## config.mk

```make
export PLATFORM = sky130hd
export DESIGN_NAME = t06_move_scheduler
export DESIGN_NICKNAME = d
export VERILOG_FILES = /design/src/rtl/t06_snake_pkg.sv /design/src/rtl/t06_dir_queue.sv /design/src/rtl/t06_move_scheduler.sv
export SDC_FILE = /design/constraint.sdc
export NUM_CORES = 1
export LEC_CHECK = 0
export ABC_AREA = 1
export BUFFER_PORTS_ARGS = -buffer_cell sky130_fd_sc_hd__buf_2
export CAP_MARGIN = 20
export CORE_UTILIZATION = 60
export DETAILED_ROUTE_END_ITERATION = 10
export GPL_TIMING_DRIVEN = 0
export PLACE_DENSITY = 0.78
export SLEW_MARGIN = 10
export SYNTH_ARGS = -nofsm -noshare
export SYNTH_HDL_FRONTEND = slang
export SYNTH_SLANG_ARGS = --single-unit
```

## constraint.sdc

```tcl
create_clock -name clk -period 6.9 [get_ports clk]
set_clock_uncertainty 0.15 [all_clocks]
set_input_delay 0.69 -clock clk [delete_from_list [all_inputs] [get_ports clk]]
set_output_delay 0.69 -clock clk [all_outputs]
set_load 0.02 [all_outputs]
```

## src/rtl/t06_snake_pkg.sv

```systemverilog
// Shared types for the snake core: heading encodings, game run state and heading reversal.
package t06_snake_pkg;

  typedef enum logic [1:0] {
    DIR_UP    = 2'b00,
    DIR_DOWN  = 2'b01,
    DIR_LEFT  = 2'b10,
    DIR_RIGHT = 2'b11
  } dir_t;

  typedef enum logic [1:0] {
    ST_IDLE   = 2'b00,
    ST_RUN    = 2'b01,
    ST_PAUSED = 2'b10,
    ST_DEAD   = 2'b11
  } game_state_t;

  // Opposite headings differ only in bit 0 (UP<->DOWN, LEFT<->RIGHT).
  function automatic dir_t dir_reverse(input dir_t d);
    return dir_t'({d[1], ~d[0]});
  endfunction

endpackage

```

## src/rtl/t06_dir_queue.sv

```systemverilog
// Small synchronous FIFO of pending headings with flush, head/tail peek and occupancy count.
module t06_dir_queue
  import t06_snake_pkg::*;
#(
  parameter int unsigned DEPTH = 4
) (
  input  logic                     clk,
  input  logic                     nrst,
  input  logic                     push,
  input  logic                     pop,
  input  logic                     flush,
  input  dir_t                     din,
  output dir_t                     head,
  output dir_t                     tail,
  output logic                     full,
  output logic [$clog2(DEPTH):0]   count
);

  localparam int unsigned PW = $clog2(DEPTH);
  localparam int unsigned CW = PW + 1;

  logic [PW-1:0] wr_ptr;
  logic [PW-1:0] rd_ptr;
  logic [CW-1:0] cnt;
  logic          push_ok;
  logic          pop_ok;
  dir_t          mem [DEPTH];

  assign full    = (cnt == CW'(DEPTH));
  assign push_ok = push && !full;
  assign pop_ok  = pop && (cnt != '0);

  always_ff @(posedge clk or negedge nrst) begin
    if (!nrst) begin
      wr_ptr <= '0;
      rd_ptr <= '0;
      cnt    <= '0;
    end else if (flush) begin
      wr_ptr <= '0;
      rd_ptr <= '0;
      cnt    <= '0;
    end else begin
      if (push_ok) wr_ptr <= wr_ptr + PW'(1);
      if (pop_ok)  rd_ptr <= rd_ptr + PW'(1);
      case ({push_ok, pop_ok})
        2'b10:   cnt <= cnt + CW'(1);
        2'b01:   cnt <= cnt - CW'(1);
        default: cnt <= cnt;
      endcase
    end
  end

  // Storage needs no reset: entries are only read while counted as valid.
  always_ff @(posedge clk) begin
    if (push_ok && !flush) mem[wr_ptr] <= din;
  end

  assign head  = mem[rd_ptr];
  assign tail  = mem[wr_ptr - PW'(1)];
  assign count = cnt;

endmodule

```

## src/rtl/t06_move_scheduler.sv

```systemverilog
// Movement tick generator, game run-state FSM and buffered direction input for the snake core.
// Optional T06_SPEEDUP_EN: tick period shrinks with speed_level (TICK_DIV >> speed_level, min 2).
module t06_move_scheduler
  import t06_snake_pkg::*;
#(
  parameter int unsigned      DIV_W    = 24,
  parameter logic [DIV_W-1:0] TICK_DIV = DIV_W'(1_000_000),
  parameter int unsigned      QDEPTH   = 4
) (
  input  logic                     clk,
  input  logic                     nrst,
  input  logic                     start,
  input  logic                     pause_btn,
  input  logic                     up,
  input  logic                     down,
  input  logic                     left,
  input  logic                     right,
  input  logic                     bad_collision,
  input  logic [2:0]               speed_level,
  output logic                     tick,
  output logic [1:0]               direction,
  output logic [1:0]               state,
  output logic [$clog2(QDEPTH):0]  q_count,
  output logic                     game_over
);

  localparam int unsigned CW = $clog2(QDEPTH) + 1;

  game_state_t      state_q;
  dir_t             dir_q;
  logic [DIV_W-1:0] cnt_q;
  logic [DIV_W-1:0] period;
  dir_t             cand;
  dir_t             last;
  dir_t             q_head;
  dir_t             q_tail;
  logic             cand_vld;
  logic             run;
  logic             advance;
  logic             terminal;
  logic             accept;
  logic             do_pop;
  logic             flush;
  logic             q_full;
  logic [CW-1:0]    q_cnt;

  // Press decode: one candidate per cycle, up > right > down > left.
  always_comb begin
    cand     = DIR_UP;
    cand_vld = 1'b1;
    if (up)         cand = DIR_UP;
    else if (right) cand = DIR_RIGHT;
    else if (down)  cand = DIR_DOWN;
    else if (left)  cand = DIR_LEFT;
    else            cand_vld = 1'b0;
  end

  assign run      = (state_q == ST_RUN);
  assign advance  = run && !bad_collision && !pause_btn;
  assign terminal = (cnt_q == period - DIV_W'(1));
  assign last     = (q_cnt != '0) ? q_tail : dir_q;
  assign accept   = run && !bad_collision && cand_vld && !q_full &&
                    (cand != last) && (cand != dir_reverse(last));
  assign do_pop   = advance && terminal && (q_cnt != '0);
  assign flush    = (run && bad_collision) || ((state_q == ST_DEAD) && start);

`ifdef T06_SPEEDUP_EN
  logic [DIV_W-1:0] period_q;
  logic [DIV_W-1:0] period_nxt;

  always_comb begin
    period_nxt = TICK_DIV >> speed_level;
    if (period_nxt < DIV_W'(2)) period_nxt = DIV_W'(2);
  end

  // Period is latched at game start and at every counter wrap.
  always_ff @(posedge clk or negedge nrst) begin
    if (!nrst)
      period_q <= TICK_DIV;
    else if (((state_q == ST_IDLE) && start) || (advance && terminal))
      period_q <= period_nxt;
  end

  assign period = period_q;
`else
  logic unused_speed;
  assign unused_speed = ^speed_level;
  assign period       = TICK_DIV;
`endif

  t06_dir_queue #(
    .DEPTH (QDEPTH)
  ) u_queue (
    .clk   (clk),
    .nrst  (nrst),
    .push  (accept),
    .pop   (do_pop),
    .flush (flush),
    .din   (cand),
    .head  (q_head),
    .tail  (q_tail),
    .full  (q_full),
    .count (q_cnt)
  );

  // Run-state FSM; collision outranks pause and terminal count, pause freezes the phase.
  always_ff @(posedge clk or negedge nrst) begin
    if (!nrst) begin
      state_q   <= ST_IDLE;
      dir_q     <= DIR_RIGHT;
      cnt_q     <= '0;
      tick      <= 1'b0;
      game_over <= 1'b0;
    end else begin
      tick <= 1'b0;
      case (state_q)
        ST_IDLE: begin
          if (start) state_q <= ST_RUN;
        end
        ST_RUN: begin
          if (bad_collision) begin
            state_q   <= ST_DEAD;
            game_over <= 1'b1;
            dir_q     <= DIR_RIGHT;
            cnt_q     <= '0;
          end else if (pause_btn) begin
            state_q <= ST_PAUSED;
          end else if (terminal) begin
            cnt_q <= '0;
            tick  <= 1'b1;
            if (do_pop) dir_q <= q_head;
          end else begin
            cnt_q <= cnt_q + DIV_W'(1);
          end
        end
        ST_PAUSED: begin
          if (pause_btn) state_q <= ST_RUN;
        end
        ST_DEAD: begin
          if (start) begin
            state_q   <= ST_IDLE;
            game_over <= 1'b0;
            dir_q     <= DIR_RIGHT;
            cnt_q     <= '0;
          end
        end
      endcase
    end
  end

  assign state     = state_q;
  assign direction = dir_q;
  assign q_count   = q_cnt;

endmodule

```

* After elaboration in Yosys (flattened, before gate mapping)
Memories as Yosys holds them, arrays and structs flattened.
Cells that the tools add are included.
** Word-level totals
- Flip-flop bits (word level) :: 37
- Bits in writable memories :: 8
- Bits of input ports :: 12
- Memories kept :: 1
** Operators by class
- Add/subtract/negate cells :: 6
- Equal/unequal tests :: 17
- Multiplexer cells :: 41
- Bitwise operators :: 1
- Reductions and logical operators :: 28
** Memory list
- u_queue.mem :: depth 4, width 2, rd ports 2, clocked after memory_dff 0, wr ports 1, line t06_dir_queue.sv:27 : dir_t mem [DEPTH];
** Operator list (count)
- 24-bit two-way mux :: 4
- 24-bit one-hot mux with 2 select lines :: 1
- 2-bit two-way mux :: 19
- 24-bit by 1-bit adder with 24-bit output (second input constant) :: 1
- 24-bit by 20-bit == test with 1-bit output (second input constant) :: 1
- 1-bit logical AND :: 13
- 1-bit two-way mux :: 12
- 2-bit != test (second input constant) :: 4
- 2-bit one-hot mux with 4 select lines :: 1
- 2-bit == test (second input constant) :: 3
- 3-bit by 2-bit != test with 1-bit output (second input constant) :: 2
- 3-bit != test (second input constant) :: 2
- 3-bit one-hot mux with 2 select lines :: 1
- 3-bit AND reduction :: 2
- 2-bit nonzero test :: 3
- 3-bit nonzero test :: 2
- 5-bit AND reduction :: 1
- 2-bit by 1-bit adder with 2-bit output (second input constant) :: 2
- 2-bit by 1-bit == test with 1-bit output (second input constant) :: 2
- 1-bit logical NOT :: 4
- 2-bit != test :: 2
- 2-bit one-hot mux with 2 select lines :: 1
- 4-bit AND reduction :: 1
- 3-bit by 1-bit adder with 3-bit output (second input constant) :: 1
- other kinds (8) :: 8

* Longest topological paths before layout
- Word-level depth :: 12
- Depth in mapped cells :: 17
- Gate-level depth less buffers :: 17

* Hierarchy
A second synthesis with hierarchy kept.
** Unflattened totals
- Cell total of the unflattened synthesis :: 387
- Area, all modules :: 2821.5 um^2
** By module, submodules not included
- t06_move_scheduler :: times used 1, cells an instance 294, area an instance 1978.1 um^2
- t06_dir_queue :: times used 1, cells an instance 93, area an instance 843.3 um^2

* Least setup slack after synthesis
No wires, ideal clock.
- Path kind :: input port to flip-flop
- Start :: input port down
- End :: register u_queue.cnt[2] (netlist: u_queue.count[2])
- Setup time :: 0.118 ns
- Arrival :: 2.350 ns
- Required time :: 6.632 ns
- Path slack :: 4.283 ns
- Stages :: 15
- Path buffers :: 0
- Cells stage by stage :: inv_1 > nand2_1 > a21oi_1 > inv_1 > nand3_1 > nand3_4 > nand2_2 > inv_1 > fa_1 > xnor2_1 > inv_1 > nand2_1 > nand2_1 > nand2_1 > nand2_1
** Between the ends
- Elaborated cells between the ends (all ways) :: 18
- Classes of those cells :: eq/ne: 4; mux: 8; reduce/logical: 6
** RTL lines
- from (decl) :: line t06_move_scheduler.sv:15 : input logic down,
- 2-bit two-way mux (*) :: line t06_move_scheduler.sv:53 : else if (down) cand = DIR_DOWN;
- 2-bit two-way mux (*) :: line t06_move_scheduler.sv:52 : else if (right) cand = DIR_RIGHT;
- 2-bit two-way mux (*) :: line t06_move_scheduler.sv:51 : if (up) cand = DIR_UP;
- net cand[1] :: line t06_move_scheduler.sv:33 : dir_t cand;
- 2-bit != test :: line t06_move_scheduler.sv:63 : (cand != last) && (cand != dir_reverse(last));
- 1-bit logical AND :: line t06_move_scheduler.sv:62 : assign accept = run && !bad_collision && cand_vld && !q_full &&
- 1-bit logical AND (*) :: line t06_move_scheduler.sv:63
- 1-bit logical AND (*) :: line t06_dir_queue.sv:30 : assign push_ok = push && !full;
- 2-bit by 1-bit == test with 1-bit output / 2-bit == test (equally long branches) :: line t06_dir_queue.sv:45 : case ({push_ok, pop_ok})
- 3-bit one-hot mux with 2 select lines :: line t06_dir_queue.sv:45
- 3-bit two-way mux :: line t06_dir_queue.sv:38 : end else if (flush) begin
- to (signal assigned) :: line t06_dir_queue.sv:46 : 2'b10: cnt <= cnt + CW'(1);
- to (signal assigned) :: line t06_dir_queue.sv:47 : 2'b01: cnt <= cnt - CW'(1);
- to (signal assigned) :: line t06_dir_queue.sv:48 : default: cnt <= cnt;
- to (decl) :: line t06_dir_queue.sv:24 : logic [CW-1:0] cnt;
The timed path passes the listed nets; every way through them passes the cells marked *.
A chain may end at the register's enable or synchronous reset.

* Final worst setup path
- Start :: register u_queue.wr_ptr[0]
- End :: register u_queue.cnt[2] (netlist: u_queue.count[2])
** Between the ends
- Longest elaborated chain between the ends :: 10
- Elaborated cells between the ends (all ways) :: 14
- Classes of those cells :: add/sub: 1; eq/ne: 4; mux: 3; bitwise: 1; reduce/logical: 4; memory: 1
** RTL lines
- from (decl) :: line t06_dir_queue.sv:22 : logic [PW-1:0] wr_ptr;
- from (signal assigned) :: line t06_dir_queue.sv:43 : if (push_ok) wr_ptr <= wr_ptr + PW'(1);
- 2-bit by 1-bit subtractor with 2-bit output (*) :: line t06_dir_queue.sv:59 : assign tail = mem[wr_ptr - PW'(1)];
- memory read 4 x 2 bit (*)
- 2-bit two-way mux (*) :: line t06_move_scheduler.sv:61 : assign last = (q_cnt != '0) ? q_tail : dir_q;
- 2-bit != test / 1-bit inverter (equally long branches) :: line t06_move_scheduler.sv:63, t06_snake_pkg.sv:20
- 1-bit logical AND / 2-bit != test (equally long branches) :: line t06_move_scheduler.sv:62, t06_move_scheduler.sv:63
- 1-bit logical AND (*) :: line t06_move_scheduler.sv:63
- 1-bit logical AND (*) :: line t06_dir_queue.sv:30
- 2-bit by 1-bit == test with 1-bit output / 2-bit == test (equally long branches) :: line t06_dir_queue.sv:45
- 3-bit one-hot mux with 2 select lines :: line t06_dir_queue.sv:45
- 3-bit two-way mux :: line t06_dir_queue.sv:38
Every way passes the cells marked *; elsewhere a longest branch is shown, timed or not.

==> out/qor.log <==
qor: synth.mappedNetlistArea 2818 um2
qor: worst_hold_path.hold_class primary input to async pin
qor: sta.report.final.slew_viol_count 0
qor: floorplan.dieArea 4974 um2
qor: detailed_routing.final_antenna_net_count 0
qor: sta.worst_slack 4.093 ns
qor: clock_tree.numClockSinks 45
qor: finish.layout.cells.non_filler 445
qor: synth.post_synth_num_cell_types 42
qor: place.port_buffers 17
qor: grt.antenna_found_initial 0
qor: grt.grt.overflow.total 0
qor: setup_path.path_max_fanout 10
qor: floorplan.die_y 70.53 um
qor: clock_tree.post-cts-setup-buffer-count 0
qor: synth.post_synth_fa_ha_maj_area_fraction 2.931%
qor: clock_tree.clk_pin_slew 0.09 ns
qor: clock_tree.cts_max_path_buffers 2
qor: sta.setup_total_neg_slack 0 ns
qor: place.final_replace_weighted_congestion 0.8766
qor: finish.final_layout_size_suffix_gt1_share 14.50%
qor: finish.final_core_utilization 68.58%
qor: detailed_routing.routed_wl 6053 um
qor: outcome.outcome finished, final reports clean
qor: setup_path.setup.worst_path.end_class flop
qor: setup_path.worst_setup_path_start_kind flop
qor: clock_tree.cts-hold-fix-buffers 0
qor: synth.yosysTopAreaCellShare 31.08%
qor: synth.syn_inst 368
qor: power.power.density_cell_area 287.9 nW/um2
qor: sta.final.hold.worst_slack 0.3251 ns
qor: clock_tree.htreeDepth 2
qor: detailed_routing.drt_drc_violations_left 0
qor: job.cap_viol_max_count 0
qor: detailed_routing.routedWlPerCell 13.60 um
qor: floorplan.boundaryPins 21
qor: clock_tree.worstSkewPairLatency 0.30 ns
qor: detailed_routing.num_vias 2457
qor: synth.syn-mean-instance-area 7.657 um2
qor: floorplan.floorplan.initialDensity 63.40%
qor: synth.synth-compound-area-share 10.35%
qor: place.post-place-cells 437
qor: clock_tree.cts.repair.resized 0
qor: finish.fin_nets 410
qor: power.max_ir_drop_vdd 200.9 uV
qor: floorplan.row_count 24
qor: sta.max_freq 356.2 MHz
qor: synth.synth_sequential_area_ratio 41.47%
qor: synth.post-synth-top-area-cell sky130_fd_sc_hd__dfrtp_1
qor: setup_path.critPathArrivalTime 2.85 ns
qor: clock_tree.numCtsBuffers 5
qor: synth.post_synth_and_or_nand_nor_area_fraction 34.90%
qor: synth.synth_xor_xnor_area_share 2.176%
qor: sta.period_minus_slack 2.807 ns
qor: detailed_routing.vias_per_cell 5.521
qor: setup_path.worstSetupPathType flop to flop
qor: floorplan.core_area 4444 um2
qor: synth.yosys-top-cells-area sky130_fd_sc_hd__dfrtp_1, sky130_fd_sc_hd__nand2_1, sky130_fd_sc_hd__edfxtp_1
qor: grt.grt.total_usage 27.00%
qor: detailed_routing.detail_route.iter0.violations 160
qor: finish.n_antenna_cell 0
qor: finish.syn2layout_area_growth 8.170%
qor: grt.grt_pass1_vias 2402
qor: synth.dominant_combinational_cell_family_by_area_after_synthesis simple AND/OR/NAND/NOR gates
qor: synth.synth_flop_cell sky130_fd_sc_hd__dfrtp_1
qor: clock_tree.clock-root-buffer sky130_fd_sc_hd__clkbuf_8
qor: grt.grt_first_pass_wirelength 10470 um
qor: sta.layout_worst_path_cycle_share 40.68%
qor: power.post-layout-total-power 0.8776 mW
qor: place.place_hpwl 4657 um
qor: sta.hold_viol 0
qor: sta.setup_repair_after_global_routing_missed_its_margin no
qor: sta.timing.max_slew.rel_slack 43.29%
qor: finish.post-route-cell-area 3048 um2
qor: setup_path.required 6.94 ns
qor: setup_path.timing.rr.start u_queue.wr_ptr[0]
qor: sta.number_of_setup_violations_in_the_final_report 0
qor: synth.yosys_register_bits 45
qor: synth.yosys-mux-area-fraction 0%
qor: synth.synth-edff-count 8
qor: sta.timing_worst_slew_pin_value 0.8507 ns
qor: power.lkg_pwr 1.436 nW
qor: place.post-place-ws 3.804 ns
qor: clock_tree.cts_tree done
qor: grt.maximum_number_of_pins_on_one_net_before_global_route_repair 38
qor: synth.postSynth.asyncResetShare 82.22%
qor: synth.synth.yosys.warnings 0
qor: detailed_routing.detail_route.first_pass.iterations 5
qor: floorplan.dieWidth 70.53 um
qor: synth.synth_nets 386
qor: place.place_area 2968 um2
qor: setup_path.timing.critical_path.from u_queue.wr_ptr[0]
## per-layer routing
layer	track usage [%]	vias to the layer above	wire length, um
met5	0	-	0
met4	11.33	0	133
met3	4.986	14	190
met2	47.46	53	3108
met1	32.86	1143	2621
li1	-	1247	-
## report_power, final
part           internal [mW]  switching, mW  total [mW]
Clock                 0.0721         0.0867       0.159
Combinational          0.112          0.255       0.367
Sequential             0.315         0.0366       0.351
## Yosys cell counts (4+ instances only)
cell type                  number
sky130_fd_sc_hd__nand2_1       81
sky130_fd_sc_hd__nand2_2        7
sky130_fd_sc_hd__inv_2          5
sky130_fd_sc_hd__o21ai_0       15
sky130_fd_sc_hd__o21ai_1        6
sky130_fd_sc_hd__nor3_1         6
sky130_fd_sc_hd__inv_1         53
sky130_fd_sc_hd__edfxtp_1       8
sky130_fd_sc_hd__dfrtp_1       35
sky130_fd_sc_hd__nand4_1       12
sky130_fd_sc_hd__a21oi_1       13
sky130_fd_sc_hd__xor2_1         6
sky130_fd_sc_hd__ha_1           5
sky130_fd_sc_hd__nor2_4         4
sky130_fd_sc_hd__nor2_1        47
sky130_fd_sc_hd__nand3_1       27
## worst paths after layout
kind                       slack, ns                to  cells past startpoint
setup reg to reg                4.09  u_queue.count[2]                     17
hold / removal                  0.33         cnt_q[10]                      1
min in group clk                0.33         game_over                      2
max in group asynchronous       5.71         cnt_q[15]                      1
hold reg to reg                 0.33         game_over                      2
setup / recovery                4.09  u_queue.count[2]                     17
## kinds of logic after synthesis
kind of cell | Yosys count
compound gates | 49
xor+xnor | 7
fa+ha+maj | 6
buf+inv | 60
flops | 45
simple gates | 201
## placed cells by master (no fill, tap or decap), types with 7 or more instances in the layout
| cell type | Yosys | layout |
|---|---|---|
| sky130_fd_sc_hd__a21oi_1 | 13 | 13 |
| sky130_fd_sc_hd__inv_1 | 53 | 53 |
| sky130_fd_sc_hd__edfxtp_1 | 8 | 8 |
| sky130_fd_sc_hd__dfrtp_1 | 35 | 35 |
| sky130_fd_sc_hd__o21ai_0 | 15 | 15 |
| sky130_fd_sc_hd__nor2_1 | 47 | 47 |
| sky130_fd_sc_hd__nand3_1 | 27 | 27 |
| sky130_fd_sc_hd__buf_2 | 1 | 18 |
| sky130_fd_sc_hd__nand4_1 | 12 | 12 |
| sky130_fd_sc_hd__nand2_2 | 7 | 7 |
| sky130_fd_sc_hd__nand2_1 | 81 | 81 |
## worst max-delay path: stages, from the launching register on
cell and delay, ns:
sky130_fd_sc_hd__dfrtp_1 0.47, sky130_fd_sc_hd__inv_1 0.13, sky130_fd_sc_hd__ha_1 0.33, sky130_fd_sc_hd__inv_1 0.08, sky130_fd_sc_hd__nand3_1 0.10, sky130_fd_sc_hd__nand2_1 0.07, sky130_fd_sc_hd__nand2_1 0.07, sky130_fd_sc_hd__nand3_1 0.11
sky130_fd_sc_hd__nand3_4 0.14, sky130_fd_sc_hd__nand2_2 0.14, sky130_fd_sc_hd__inv_1 0.06, sky130_fd_sc_hd__fa_1 0.37, sky130_fd_sc_hd__xnor2_1 0.22, sky130_fd_sc_hd__inv_1 0.06, sky130_fd_sc_hd__nand2_1 0.06, sky130_fd_sc_hd__nand2_1 0.04
sky130_fd_sc_hd__nand2_1 0.05, sky130_fd_sc_hd__nand2_1 0.04
## state kept, by name (all words and copies together), names as in the netlist
name,count
cnt_q,24
u_queue.mem,8
u_queue.count,3
direction,2
state,2
u_queue.rd_ptr,2
u_queue.wr_ptr,2
game_over,1
tick,1
## final cells by class
| cell class | count | area [um2] |
|---|---|---|
| buffer | 2 | 12.51 |
| timing repair buffer | 17 | 85.08 |
| inverter | 58 | 217.7 |
| fill | 388 | 1396 |
| tap | 52 | 65.06 |
| sequential | 45 | 1169 |
| clock buffer | 8 | 80.08 |
| multi-input combinational | 263 | 1419 |
Power figures use the tool's default switching activity.
